===== src/rtl/buzzer_note_bank_pkg.sv =====
// Shared types and defaults for the buzzer note bank.
package buzzer_note_bank_pkg;

    typedef enum logic {
        ST_IDLE = 1'b0,
        ST_PLAY = 1'b1
    } ch_state_e;

    localparam int DEF_NUM_CH   = 8;
    localparam int DEF_DIV_W    = 16;
    localparam int DEF_DUR_W    = 12;
    localparam int DEF_TICK_DIV = 1000;

    // Channel-select width; a single channel still gets a 1-bit select.
    function automatic int ch_width(input int n);
        return (n > 1) ? $clog2(n) : 1;
    endfunction

endpackage


===== src/rtl/buzzer_tone_channel.sv =====
// One buzzer channel: IDLE/PLAY FSM with half-period, tick and duration
// counters. Exposes the next tone value so the parent can register the
// muted buzzer output on the same edge as the tone itself.
module buzzer_tone_channel
    import buzzer_note_bank_pkg::*;
#(
    parameter int DIV_W    = DEF_DIV_W,
    parameter int DUR_W    = DEF_DUR_W,
    parameter int TICK_DIV = DEF_TICK_DIV
) (
    input  logic             clk,
    input  logic             rst_n,
    input  logic             load,
    input  logic [DIV_W-1:0] ld_half,
    input  logic [DUR_W-1:0] ld_dur,
    output logic             tone_nxt,
    output logic             busy,
    output logic             done
);

    localparam int TK_W = $clog2(TICK_DIV);

    ch_state_e        state_q,    state_d;
    logic [DIV_W-1:0] half_q,     half_d;
    logic [DIV_W-1:0] half_cnt_q, half_cnt_d;
    logic [TK_W-1:0]  tick_cnt_q, tick_cnt_d;
    logic [DUR_W-1:0] dur_cnt_q,  dur_cnt_d;
    logic             tone_q,     tone_d;
    logic             done_q,     done_d;

    // Next-state: a load always wins over counting, so a note finishing on
    // the same edge as a new command is silently replaced (no done).
    always_comb begin
        state_d    = state_q;
        half_d     = half_q;
        half_cnt_d = half_cnt_q;
        tick_cnt_d = tick_cnt_q;
        dur_cnt_d  = dur_cnt_q;
        tone_d     = tone_q;
        done_d     = 1'b0;

        if (load) begin
            if (ld_dur == '0) begin
                // Stop command: reports done even if the channel was idle.
                state_d    = ST_IDLE;
                half_d     = '0;
                half_cnt_d = '0;
                tick_cnt_d = '0;
                dur_cnt_d  = '0;
                tone_d     = 1'b0;
                done_d     = 1'b1;
            end else begin
                state_d    = ST_PLAY;
                half_d     = ld_half;
                half_cnt_d = (ld_half == '0) ? '0 : ld_half - DIV_W'(1);
                tick_cnt_d = TK_W'(TICK_DIV - 1);
                dur_cnt_d  = ld_dur;
                tone_d     = (ld_half != '0);
            end
        end else if (state_q == ST_PLAY) begin
            // Half-period counter; half=0 is a rest and never toggles.
            if (half_q != '0) begin
                if (half_cnt_q == '0) begin
                    half_cnt_d = half_q - DIV_W'(1);
                    tone_d     = ~tone_q;
                end else begin
                    half_cnt_d = half_cnt_q - DIV_W'(1);
                end
            end
            // Tick prescaler drives the duration countdown.
            if (tick_cnt_q == '0) begin
                if (dur_cnt_q == DUR_W'(1)) begin
                    state_d    = ST_IDLE;
                    half_d     = '0;
                    half_cnt_d = '0;
                    tick_cnt_d = '0;
                    dur_cnt_d  = '0;
                    tone_d     = 1'b0;
                    done_d     = 1'b1;
                end else begin
                    tick_cnt_d = TK_W'(TICK_DIV - 1);
                    dur_cnt_d  = dur_cnt_q - DUR_W'(1);
                end
            end else begin
                tick_cnt_d = tick_cnt_q - TK_W'(1);
            end
        end
    end

    // Channel state registers.
    always_ff @(posedge clk or negedge rst_n) begin
        if (!rst_n) begin
            state_q    <= ST_IDLE;
            half_q     <= '0;
            half_cnt_q <= '0;
            tick_cnt_q <= '0;
            dur_cnt_q  <= '0;
            tone_q     <= 1'b0;
            done_q     <= 1'b0;
        end else begin
            state_q    <= state_d;
            half_q     <= half_d;
            half_cnt_q <= half_cnt_d;
            tick_cnt_q <= tick_cnt_d;
            dur_cnt_q  <= dur_cnt_d;
            tone_q     <= tone_d;
            done_q     <= done_d;
        end
    end

    assign tone_nxt = tone_d;
    assign busy     = (state_q == ST_PLAY);
    assign done     = done_q;

endmodule


===== src/rtl/buzzer_note_bank.sv =====
// N-channel square-wave note generator. Decodes the command channel into a
// per-channel load strobe, and registers the muted buzzer outputs.
module buzzer_note_bank
    import buzzer_note_bank_pkg::*;
#(
    parameter int NUM_CH   = DEF_NUM_CH,
    parameter int DIV_W    = DEF_DIV_W,
    parameter int DUR_W    = DEF_DUR_W,
    parameter int TICK_DIV = DEF_TICK_DIV
) (
    input  logic                          clk,
    input  logic                          rst_n,
    input  logic                          cmd_valid,
    output logic                          cmd_ready,
    input  logic [ch_width(NUM_CH)-1:0]   cmd_ch,
    input  logic [DIV_W-1:0]              cmd_half,
    input  logic [DUR_W-1:0]              cmd_dur,
    input  logic [NUM_CH-1:0]             mute,
    output logic [NUM_CH-1:0]             buzzer,
    output logic [NUM_CH-1:0]             busy,
    output logic [NUM_CH-1:0]             done
);

    logic              cmd_ready_q, cmd_ready_d;
    logic [NUM_CH-1:0] buzzer_q,    buzzer_d;
    logic [NUM_CH-1:0] load;
    logic [NUM_CH-1:0] tone_nxt;

    // Channel decode; out-of-range channels match nothing and are dropped.
    always_comb begin
        load = '0;
        for (int i = 0; i < NUM_CH; i++) begin
            if (cmd_valid && cmd_ready_q && (32'(cmd_ch) == 32'(i))) begin
                load[i] = 1'b1;
            end
        end
    end

    // Ready comes up one edge after reset release and then stays high;
    // mute is applied to the tone value that is being registered this edge.
    always_comb begin
        cmd_ready_d = 1'b1;
        buzzer_d    = tone_nxt & ~mute;
    end

    // Output registers.
    always_ff @(posedge clk or negedge rst_n) begin
        if (!rst_n) begin
            cmd_ready_q <= 1'b0;
            buzzer_q    <= '0;
        end else begin
            cmd_ready_q <= cmd_ready_d;
            buzzer_q    <= buzzer_d;
        end
    end

    for (genvar g = 0; g < NUM_CH; g++) begin : g_ch
        buzzer_tone_channel #(
            .DIV_W    (DIV_W),
            .DUR_W    (DUR_W),
            .TICK_DIV (TICK_DIV)
        ) u_ch (
            .clk      (clk),
            .rst_n    (rst_n),
            .load     (load[g]),
            .ld_half  (cmd_half),
            .ld_dur   (cmd_dur),
            .tone_nxt (tone_nxt[g]),
            .busy     (busy[g]),
            .done     (done[g])
        );
    end

    assign cmd_ready = cmd_ready_q;
    assign buzzer    = buzzer_q;

endmodule

===== config.mk =====
export PLATFORM = sky130hd
export DESIGN_NAME = buzzer_note_bank
export DESIGN_NICKNAME = d
export VERILOG_FILES = /design/src/rtl/buzzer_note_bank_pkg.sv /design/src/rtl/buzzer_tone_channel.sv /design/src/rtl/buzzer_note_bank.sv
export SDC_FILE = /design/constraint.sdc
export NUM_CORES = 1
export LEC_CHECK = 0
export BUFFER_PORTS_ARGS = -buffer_cell sky130_fd_sc_hd__buf_2
export CAP_MARGIN = 20
export CORE_MARGIN = 2
export CORE_UTILIZATION = 53
export DETAILED_ROUTE_END_ITERATION = 12
export PLACE_DENSITY = 0.66
export SYNTH_ARGS = -nofsm -noshare
export SYNTH_HDL_FRONTEND = slang
export SYNTH_SLANG_ARGS = --single-unit

===== constraint.sdc =====
create_clock -name clk -period 11.4 [get_ports clk]
set_clock_uncertainty 0.1 [all_clocks]
set_input_delay 0.57 -clock clk [delete_from_list [all_inputs] [get_ports clk]]
set_output_delay 0.57 -clock clk [all_outputs]
set_load 0.005 [all_outputs]

# After elaboration in Yosys (flattened, before gate mapping)
# Index checks and enable logic that the tools add are counted.
# classes
addsub,33
multipliers,0
n_div,0
magnitude_cmp,0
eq_ne,15
n_shift,0
muxes,272
bitwise_logic,10
reduce_logical,77
# ops
op,count
16-bit 2-to-1 mux,83
12-bit 2-to-1 mux,33
10-bit 2-to-1 mux,33
16-bit by 1-bit subtractor with 16-bit output (second input constant),17
16-bit logical NOT,9
16-bit nonzero test,9
1-bit 2-to-1 mux,123
12-bit by 1-bit == test with 1-bit output (second input constant),8
12-bit by 1-bit subtractor with 12-bit output (second input constant),8
10-bit logical NOT,8
10-bit by 1-bit subtractor with 10-bit output (second input constant),8
2-bit nonzero test,24
3-bit AND reduction,8
2-bit AND reduction,8
3-bit == test (second input constant),4
12-bit logical NOT,1
1-bit logical AND,9
8-bit AND,1
1-bit NOT,8
8-bit NOT,1
3-bit by 2-bit == test with 1-bit output (second input constant),2
3-bit by 1-bit == test with 1-bit output (second input constant),1
3-bit logical NOT,1
# totals
register_bits,465
latch_bits,0
ram_bits,0
romBits,0
in_bits,42
word_cells,465
memories,0

# Depth between registers and ports, before layout
# Gate-level depths: netlist of run 1.
# logic_depth
ltp_word,8
mapped_depth,15
mapped_depth_nobuf,12

# Modules after synthesis
# Synthesis of run 1 repeated with hierarchy kept, for this count alone.
# unflattened
cells_unflattened,3533
hier_area_um2,30789.5
# modules_own_cells
mod,instances,cells_per_inst,area_per_inst_um2,seq_area_each_um2
buzzer_tone_channel at g_ch[4].u_ch ...,3,441,3878.7,1426.4
buzzer_tone_channel at g_ch[0].u_ch ...,3,433,3697.3,1426.4
buzzer_tone_channel at g_ch[3].u_ch,1,445,3921.3,1426.4
buzzer_tone_channel at g_ch[7].u_ch,1,435,3772.4,1426.4
buzzer_note_bank,1,31,367.9,225.2

# Worst setup path after synthesis of run 1
# No wires, ideal clock.
# synth_path
kind,reg2reg
from,register g_ch[2].u_ch.half_cnt_q[6]
to,register g_ch[2].u_ch.half_cnt_q[14]
t_arrival_ns,3.922
required_time_ns,11.212
path_slack_ns,7.290
path_stages_with_launch,16
n_path_buf,3
synth_period_minus_slack_ns,4.110
path_cell_list,dfrtp_1 -> clkbuf_1 -> nor4_1 -> nand4_1 -> nor3_1 -> clkbuf_1 -> clkbuf_1 -> a21oi_1 -> ha_1 -> or3b_1 -> or3_1 -> or4_1 -> or3_1 -> or3_1 -> a211o_1 -> o211ai_1
# synth_between
elab_chain_len,7
# synth_lines
item,line_no,rtl
from (decl),buzzer_tone_channel.sv:25,"logic [DIV_W-1:0] half_cnt_q, half_cnt_d;"
from (signal assigned),buzzer_tone_channel.sv:103,half_cnt_q <= half_cnt_d;
16-bit by 1-bit subtractor with 16-bit output / 16-bit logical NOT (equally long branches),"buzzer_tone_channel.sv:67, buzzer_tone_channel.sv:63",
16-bit 2-to-1 mux *,buzzer_tone_channel.sv:63,if (half_cnt_q == '0) begin
16-bit 2-to-1 mux *,buzzer_tone_channel.sv:62,if (half_q != '0) begin
16-bit 2-to-1 mux,buzzer_tone_channel.sv:72,if (dur_cnt_q == DUR_W'(1)) begin
16-bit 2-to-1 mux *,buzzer_tone_channel.sv:71,if (tick_cnt_q == '0) begin
16-bit 2-to-1 mux *,buzzer_tone_channel.sv:60,end else if (state_q == ST_PLAY) begin
16-bit 2-to-1 mux *,buzzer_tone_channel.sv:42,if (load) begin
# Every way passes the cells marked *; elsewhere a longest branch is shown, timed or not. The select of a mux whose other input is x is not followed.
# A chain may end at the register's enable or synchronous reset.

# Worst setup path after layout of run 1
# layout_path
from,register g_ch[3].u_ch.half_cnt_q[11]
to,register g_ch[3].u_ch.half_cnt_q[8]
# layout_between
elab_chain_len,7
# layout_lines
item,line_no
from (decl),buzzer_tone_channel.sv:25
from (signal assigned),buzzer_tone_channel.sv:103
16-bit logical NOT *,buzzer_tone_channel.sv:63
16-bit 2-to-1 mux *,buzzer_tone_channel.sv:63
16-bit 2-to-1 mux *,buzzer_tone_channel.sv:62
16-bit 2-to-1 mux,buzzer_tone_channel.sv:72
16-bit 2-to-1 mux *,buzzer_tone_channel.sv:71
16-bit 2-to-1 mux *,buzzer_tone_channel.sv:60
16-bit 2-to-1 mux *,buzzer_tone_channel.sv:42
# Marks and branches as above.

==> results of run 1 <==
[cell usage after synthesis (44+ instances only)]
cell,number
dfrtp_1,465
nor2_1,363
a21oi_1,313
nand2_1,266
o21ai_0,216
clkbuf_1,172
nor3_1,139
o21ai_1,128
a22o_1,111
inv_1,82
nor4_1,76
a22oi_1,68
nand3_1,66
or3_1,55
o211ai_1,49
o22ai_1,44
[per-layer routing]
layer / vias to the layer above / part of all wire (%) / wire length [µm] / global-route usage (%)
met5: - / 0.037 / 35 / 0
li1: 12400 / - / - / -
met4: 6 / 5.2 / 4830 / 17.4
met3: 251 / 8.5 / 7940 / 5.02
met1: 13400 / 42 / 39100 / 47.2
met2: 1255 / 45 / 41700 / 52.6
[power by group]
part / internal, µW / switching [µW]
sequential: 2150 / 614
combinational: 1010 / 1460
clock: 1090 / 716
total: 4260 / 2790
[path summary, 6_finish.rpt]
path,start,depth (start not counted),slack (ns),endpoint
setup / recovery,g_ch[3].u_ch.half_cnt_q[11],12,7.18,g_ch[3].u_ch.half_cnt_q[8]
hold / removal,mute[2],2,0.03,buzzer[2]
setup reg to reg,g_ch[3].u_ch.half_cnt_q[11],12,7.18,g_ch[3].u_ch.half_cnt_q[8]
hold reg to reg,g_ch[2].u_ch.tick_cnt_q[7],1,0.39,g_ch[2].u_ch.tick_cnt_q[7]
max in group asynchronous,rst_n,4,8.51,g_ch[4].u_ch.half_q[2]
min in group asynchronous,rst_n,2,0.48,g_ch[4].u_ch.dur_cnt_q[2]
[cell type report]
cell class,count,share of cell area (%)
multi-input cells,2552,49.6
clock buffers,77,5.20
repair buffers,117,2.48
diodes,2,0.0164
flip-flops and latches,465,38.1
clock inverters,15,0.767
well taps,688,2.82
inverters,84,1.03
[what timing repair did]
action	CTS	global route
setup endpoints to repair	0	0
resized for setup	0	0
buffers inserted	0	0
hold buffers	4	0
endpoints found under the hold margin	25	0
[logic make-up after synthesis]
kind of cell | share of synthesized area, %
mux | 1.06
compound gates | 28.6
simple gates | 21.7
buf+inv | 4.29
other cells | 0.0134
xor+xnor | 1.13
flops | 41.7
fa+ha+maj | 1.52
[state kept, by name, summed over array words and instances (netlist names)]
signal and cells:
g_ch.u_ch.half_q 128, cmd_ready 1, g_ch.u_ch.tone_q 8, g_ch.u_ch.half_cnt_q 128, buzzer 8, g_ch.u_ch.done 8
g_ch.u_ch.tick_cnt_q 80, g_ch.u_ch.dur_cnt_q 96, g_ch.u_ch.busy 8
[metrics by stage]
stage,area [µm²],std cells
after CTS,30500,3998
final,30500,4000
after detailed placement,28700,3902
after global routing,30500,3999
after floorplan,27900,3302
after global placement,28700,3902
==> flow_summary.toml, run 1 <==
[logic_synthesis]
ys_seq_area_share_pct = 41.7
synth_area_leader_cell = "dfrtp_1"
dominantRegCellSynth = "dfrtp_1"
synth_cell_type_count = 98
post_synth.cell_area_avg_um2 = 8.46
post_synth_inst_count = 3302
netlist_top_cells_area = "dfrtp_1 (42%), a21oi_1 (5.6%), nor2_1 (4.9%)"
synth_nets = 3378
yosys.area.top_type_share_pct = 41.7
synth_warnings = 0
postSynth.asyncResetShare_pct = 100
synth_edf_count = 0
netlist_area_um2 = 27900
postSynthRegisterBits = 465

[cts]
cts_buffers = 52
tritoncts = "built"
clk_transition_reported_paths_ns = 0.06
max-clock-path-buffers = 3
cts_sink_count = 465
clock_latency_ns = 0.61
cts.htree.levels = 2
cts-root-buf = "clkbuf_16"

[grt]
grt_remaining_overflow = 0
grt_antenna_before_repair = 5
first_global_vias = 25700
global_route_wire_length_before_repair_mm = 147
grt_max_degree = 152
global_route.usage.total_pct = 34.2

[placed_design]
gp_routability_congestion = 0.982
dp_hpwl_mm = 62.7
portBuffers = 66
place_worst_setup_slack_ns = 7.30

[floorplan]
core_area_um2 = 52300
design.portCount = 67
start_util_pct = 53.3
die_area_um2 = 54500
rows = 84
dieWidth_um = 234
die_y_um = 234

[timing]
slew_viol_final = 0
max_slew_margin_pct = 22.9
pnr_worst_setup_slack_ns = 7.18
hold_viol_final = 0
setup-violations-final = 0
fmax_ghz = 0.237
fin_tns_setup_ns = 0
worst-slew-pin-transition_ns = 1.15
rsz0062_at_grt = "false"
fin_worst_hold_slack_ns = 0.0254
post_layout_min_period_ns = 4.22
finalCritPeriodShare_pct = 37.0

[critical_path]
path_delay_family = "simple AND/OR/NAND/NOR gates"
cp_slowest_stage_delay_ns = 0.77
critPathLaunchType = "flip-flop"
data_arrival_time_of_the_worst_path_ns = 4.62
critPathRequiredTime_ns = 11.79
critical_path.max_fanout = 22
worstPathBufferInverterCount = 0
endpoint_kind = "flip-flop"
slowest_stage = "and2_1"
timing.critical_path.mode_cell = "a21oi_1"
series_of_cell_instances_along_the_critical_path = "or4_1, nor4_2, and2_1, a21oi_1, ha_1, or4b_1, or3_1, a31o_2, a2111oi_0, a31oi_1, a21oi_1, a311o_1"
critical_path_class = "reg2reg"

[cells_and_area]
multi_input_area_um2 = 15100
layout_common_cells = "dfrtp_1 (465), nor2_1 (362), a21oi_1 (313)"
post-route-util_pct = 58.3
final_common_cell = "dfrtp_1"
synthToLayoutAreaGrowth_pct = 9.32
finish.net_count = 3348
share_of_post_route_cells_with_drive_strength_above_1_pct = 7.55
fillerInstances = 4684
seq_area_um2 = 11600

[power_and_ir_drop]
peakVddDrop_uv = 140
leakage_uw = 0.0126
power-per-cell-area_nw_per_um2 = 231
total_power_uw = 7050

[route]
routed_wl_mm = 93.7
post-route-drc-count = 0
first_pass_iters = 6
final_ant_viol_nets = 0
drt_iter0_drc = 2750
num_vias = 27300
viasPerCell = 6.83
routedWlPerCell_um = 23.4

[outcome]
run_status = "complete, no violations"

[min_path]
worst_hold_path_type = "in2reg"

[run]
max_cap_violations = 0
No activity file was read; power rests on OpenSTA's default activity.
==> run 2: changes to the inputs <==
--- a/config.mk
+++ b/config.mk
@@ -10,7 +10,7 @@
 export CORE_MARGIN = 2
 export CORE_UTILIZATION = 53
 export DETAILED_ROUTE_END_ITERATION = 12
-export PLACE_DENSITY = 0.66
+export PLACE_DENSITY = 0.69
 export SYNTH_ARGS = -nofsm -noshare
 export SYNTH_HDL_FRONTEND = slang
 export SYNTH_SLANG_ARGS = --single-unit
==> constraint.sdc (replaced) <==
create_clock -name clk -period 3.88 [get_ports clk]
set_clock_uncertainty 0.1 [all_clocks]
set_input_delay 0.194 -clock clk [delete_from_list [all_inputs] [get_ports clk]]
set_output_delay 0.194 -clock clk [all_outputs]
set_load 0.005 [all_outputs]
==> run 2 against run 1 <==
Compared with the run above:
- via count increased by 2.6%
- count of clock-buffer cells in the layout is 3 lower
- worst hold slack better by 0.011 ns
- first-iteration DRC count increased by 7.8%
- highest routed layer unchanged
==> flow_summary.toml, run 2 (synthesis results as in run 1) <==
[timing]
finalCritPeriodShare_pct = 96.7
rsz0062_at_grt = "false"
fin_worst_hold_slack_ns = 0.0362
worst-slew-pin-transition_ns = 1.12
max_slew_margin_pct = 25.4
fin_tns_setup_ns = 0
slew_viol_final = 0
setup-violations-final = 0
fmax_ghz = 0.267
post_layout_min_period_ns = 3.75
hold_viol_final = 0

[floorplan]
design.portCount = 67
core_area_um2 = 52300
dieWidth_um = 234
start_util_pct = 53.3
die_y_um = 234
die_area_um2 = 54500
rows = 84

[grt]
first_global_vias = 26200
grt_antenna_before_repair = 3
met2_usage_pct = 54.4
global_route.usage.met3_pct = 7.84
grt_remaining_overflow = 0
grt_max_degree = 93
global_route_wire_length_before_repair_mm = 152
use_met1_pct = 49.3
global_route.usage.total_pct = 36.0
gr-max-usage-layer = "met2"

[cells_and_area]
synthToLayoutAreaGrowth_pct = 12.6
final_common_cell = "dfrtp_1"
finish.net_count = 3451
layout_common_cells = "dfrtp_1 (463), nor2_1 (361), a21oi_1 (312)"
share_of_post_route_cells_with_drive_strength_above_1_pct = 10.4
largestRegisters = "g_ch.u_ch.half_cnt_q: 128 flops, g_ch.u_ch.half_q: 128 flops, g_ch.u_ch.dur_cnt_q: 96 flops"
fillerInstances = 4580

[route]
drt_iter0_drc = 2965
final_ant_viol_nets = 0
post-route-drc-count = 0
routedWlPerCell_um = 24.0
viasPerCell = 6.83
routed_wl_mm = 98.5
first_pass_iters = 7
num_vias = 28100

[placed_design]
portBuffers = 66
dp_hpwl_mm = 67.1
gp_routability_congestion = 0.999

[critical_path]
critical_path.max_fanout = 6
start_of_the_worst_register_to_register_path = "g_ch[6].u_ch.half_cnt_q[1]"
endpoint_kind = "flip-flop"
register_to_register_setup_slack_ns = 0.13
critPathLaunchType = "flip-flop"
critical_path_class = "reg2reg"
register_to_register_path_depth = 12
data_arrival_time_of_the_worst_path_ns = 4.15
critPathRequiredTime_ns = 4.28
regToRegEndpoint = "g_ch[6].u_ch.half_cnt_q[14]"

[min_path]
worst_hold_path.num_cells = 2
timing.hold.worst.start = "cmd_half[12]"
worst_hold_path_type = "in2reg"
hold_end = "g_ch[6].u_ch.half_q[12]"

[run]
max_cap_violations = 0

[cts]
clk_transition_reported_paths_ns = 0.06
tritoncts = "built"
cts.htree.levels = 2
max-clock-path-buffers = 3
cts_sink_count = 465
clock_latency_ns = 0.62
cts_buffers = 53
cts-root-buf = "clkbuf_16"

[power_and_ir_drop]
peakVddDrop_uv = 394
power-per-cell-area_nw_per_um2 = 670
leakage_uw = 0.0131

[outcome]
run_status = "complete, no violations"
[run 2: changes by cell type in the layout (fill, tap and decap cells not counted), sizes merged, moves of 3 or more]
cell | previous run | this run
clkinv | 8 | 11
dlygate4sd3 | 4 | 15
clkinvlp | 2 | 5
buf | 113 | 202
[run 2: per-layer routing]
metal / vias up / wire, µm
met3: 290 / 10100
met2: 1480 / 42900
li1: 12600 / -
met5: - / 9
met1: 13700 / 40700
met4: 2 / 4880
[run 2: worst max-delay path by stage]
stage / start / slack [ns] / to
floorplan: g_ch[2].u_ch.half_cnt_q[6] / -0.03 / g_ch[2].u_ch.half_cnt_q[14]
global placement: g_ch[4].u_ch.half_cnt_q[9] / 0.17 / g_ch[4].u_ch.half_cnt_q[14]
detailed placement: g_ch[4].u_ch.half_cnt_q[9] / 0.08 / g_ch[4].u_ch.half_cnt_q[14]
CTS: g_ch[4].u_ch.half_cnt_q[9] / 0.06 / g_ch[4].u_ch.half_cnt_q[14]
global route: g_ch[2].u_ch.half_cnt_q[3] / 0.003 / g_ch[2].u_ch.half_cnt_q[14]
finish: g_ch[6].u_ch.half_cnt_q[1] / 0.13 / g_ch[6].u_ch.half_cnt_q[14]
[run 2: timing repair]
item | 4_1_cts | 5_1_grt
endpoints found under the hold margin | 100 | 0
hold buffers | 15 | 0
buffers inserted | 0 | 3
setup endpoints to repair | 0 | 8
gates resized for setup | 0 | 13
[run 2: worst max-delay path, stage by stage, from the launching register on]
cell,delay [ns]
dfrtp_1,0.40
or4_1,0.66
or4_4,0.59
nor2_2,0.19
a21oi_1,0.12
ha_1,0.26
or3b_1,0.27
or2_1,0.21
a311oi_2,0.09
nand3b_1,0.21
mux2_2,0.35
nand3_1,0.08
nand3_1,0.08
[run 2: layout make-up]
class / instances / area [µm²] / share of cell area [%]
diodes: 1 / 2.50 / 0.00796
clock buffers: 74 / 1530 / 4.86
inverters: 84 / 315 / 1.00
clock inverters: 23 / 307 / 0.975
flip-flops and latches: 465 / 11600 / 37.0
repair buffers: 219 / 1610 / 5.11
well taps: 688 / 861 / 2.74
multi-input cells: 2552 / 15200 / 48.3
[run 2: power by group]
group          leakage [µW]  switching [µW]  internal [µW]
clock network      0.000892            2100           3200
logic               0.00636            4480           3190
registers           0.00582            1760           6330
[run 2: metrics by stage]
step,power (µW),cells,instance area [µm²],utilization [%],setup slack (ns)
finish,21100,4106,31400,60.1,0.130
CTS,20900,4098,31300,59.8,0.0577
detailed placement,15500,3986,29300,56.1,0.0797
global route,22400,4105,31400,60.1,0.00327
floorplan,13300,3302,27900,-,-0.0294
global placement,15200,3985,29300,56.0,0.173
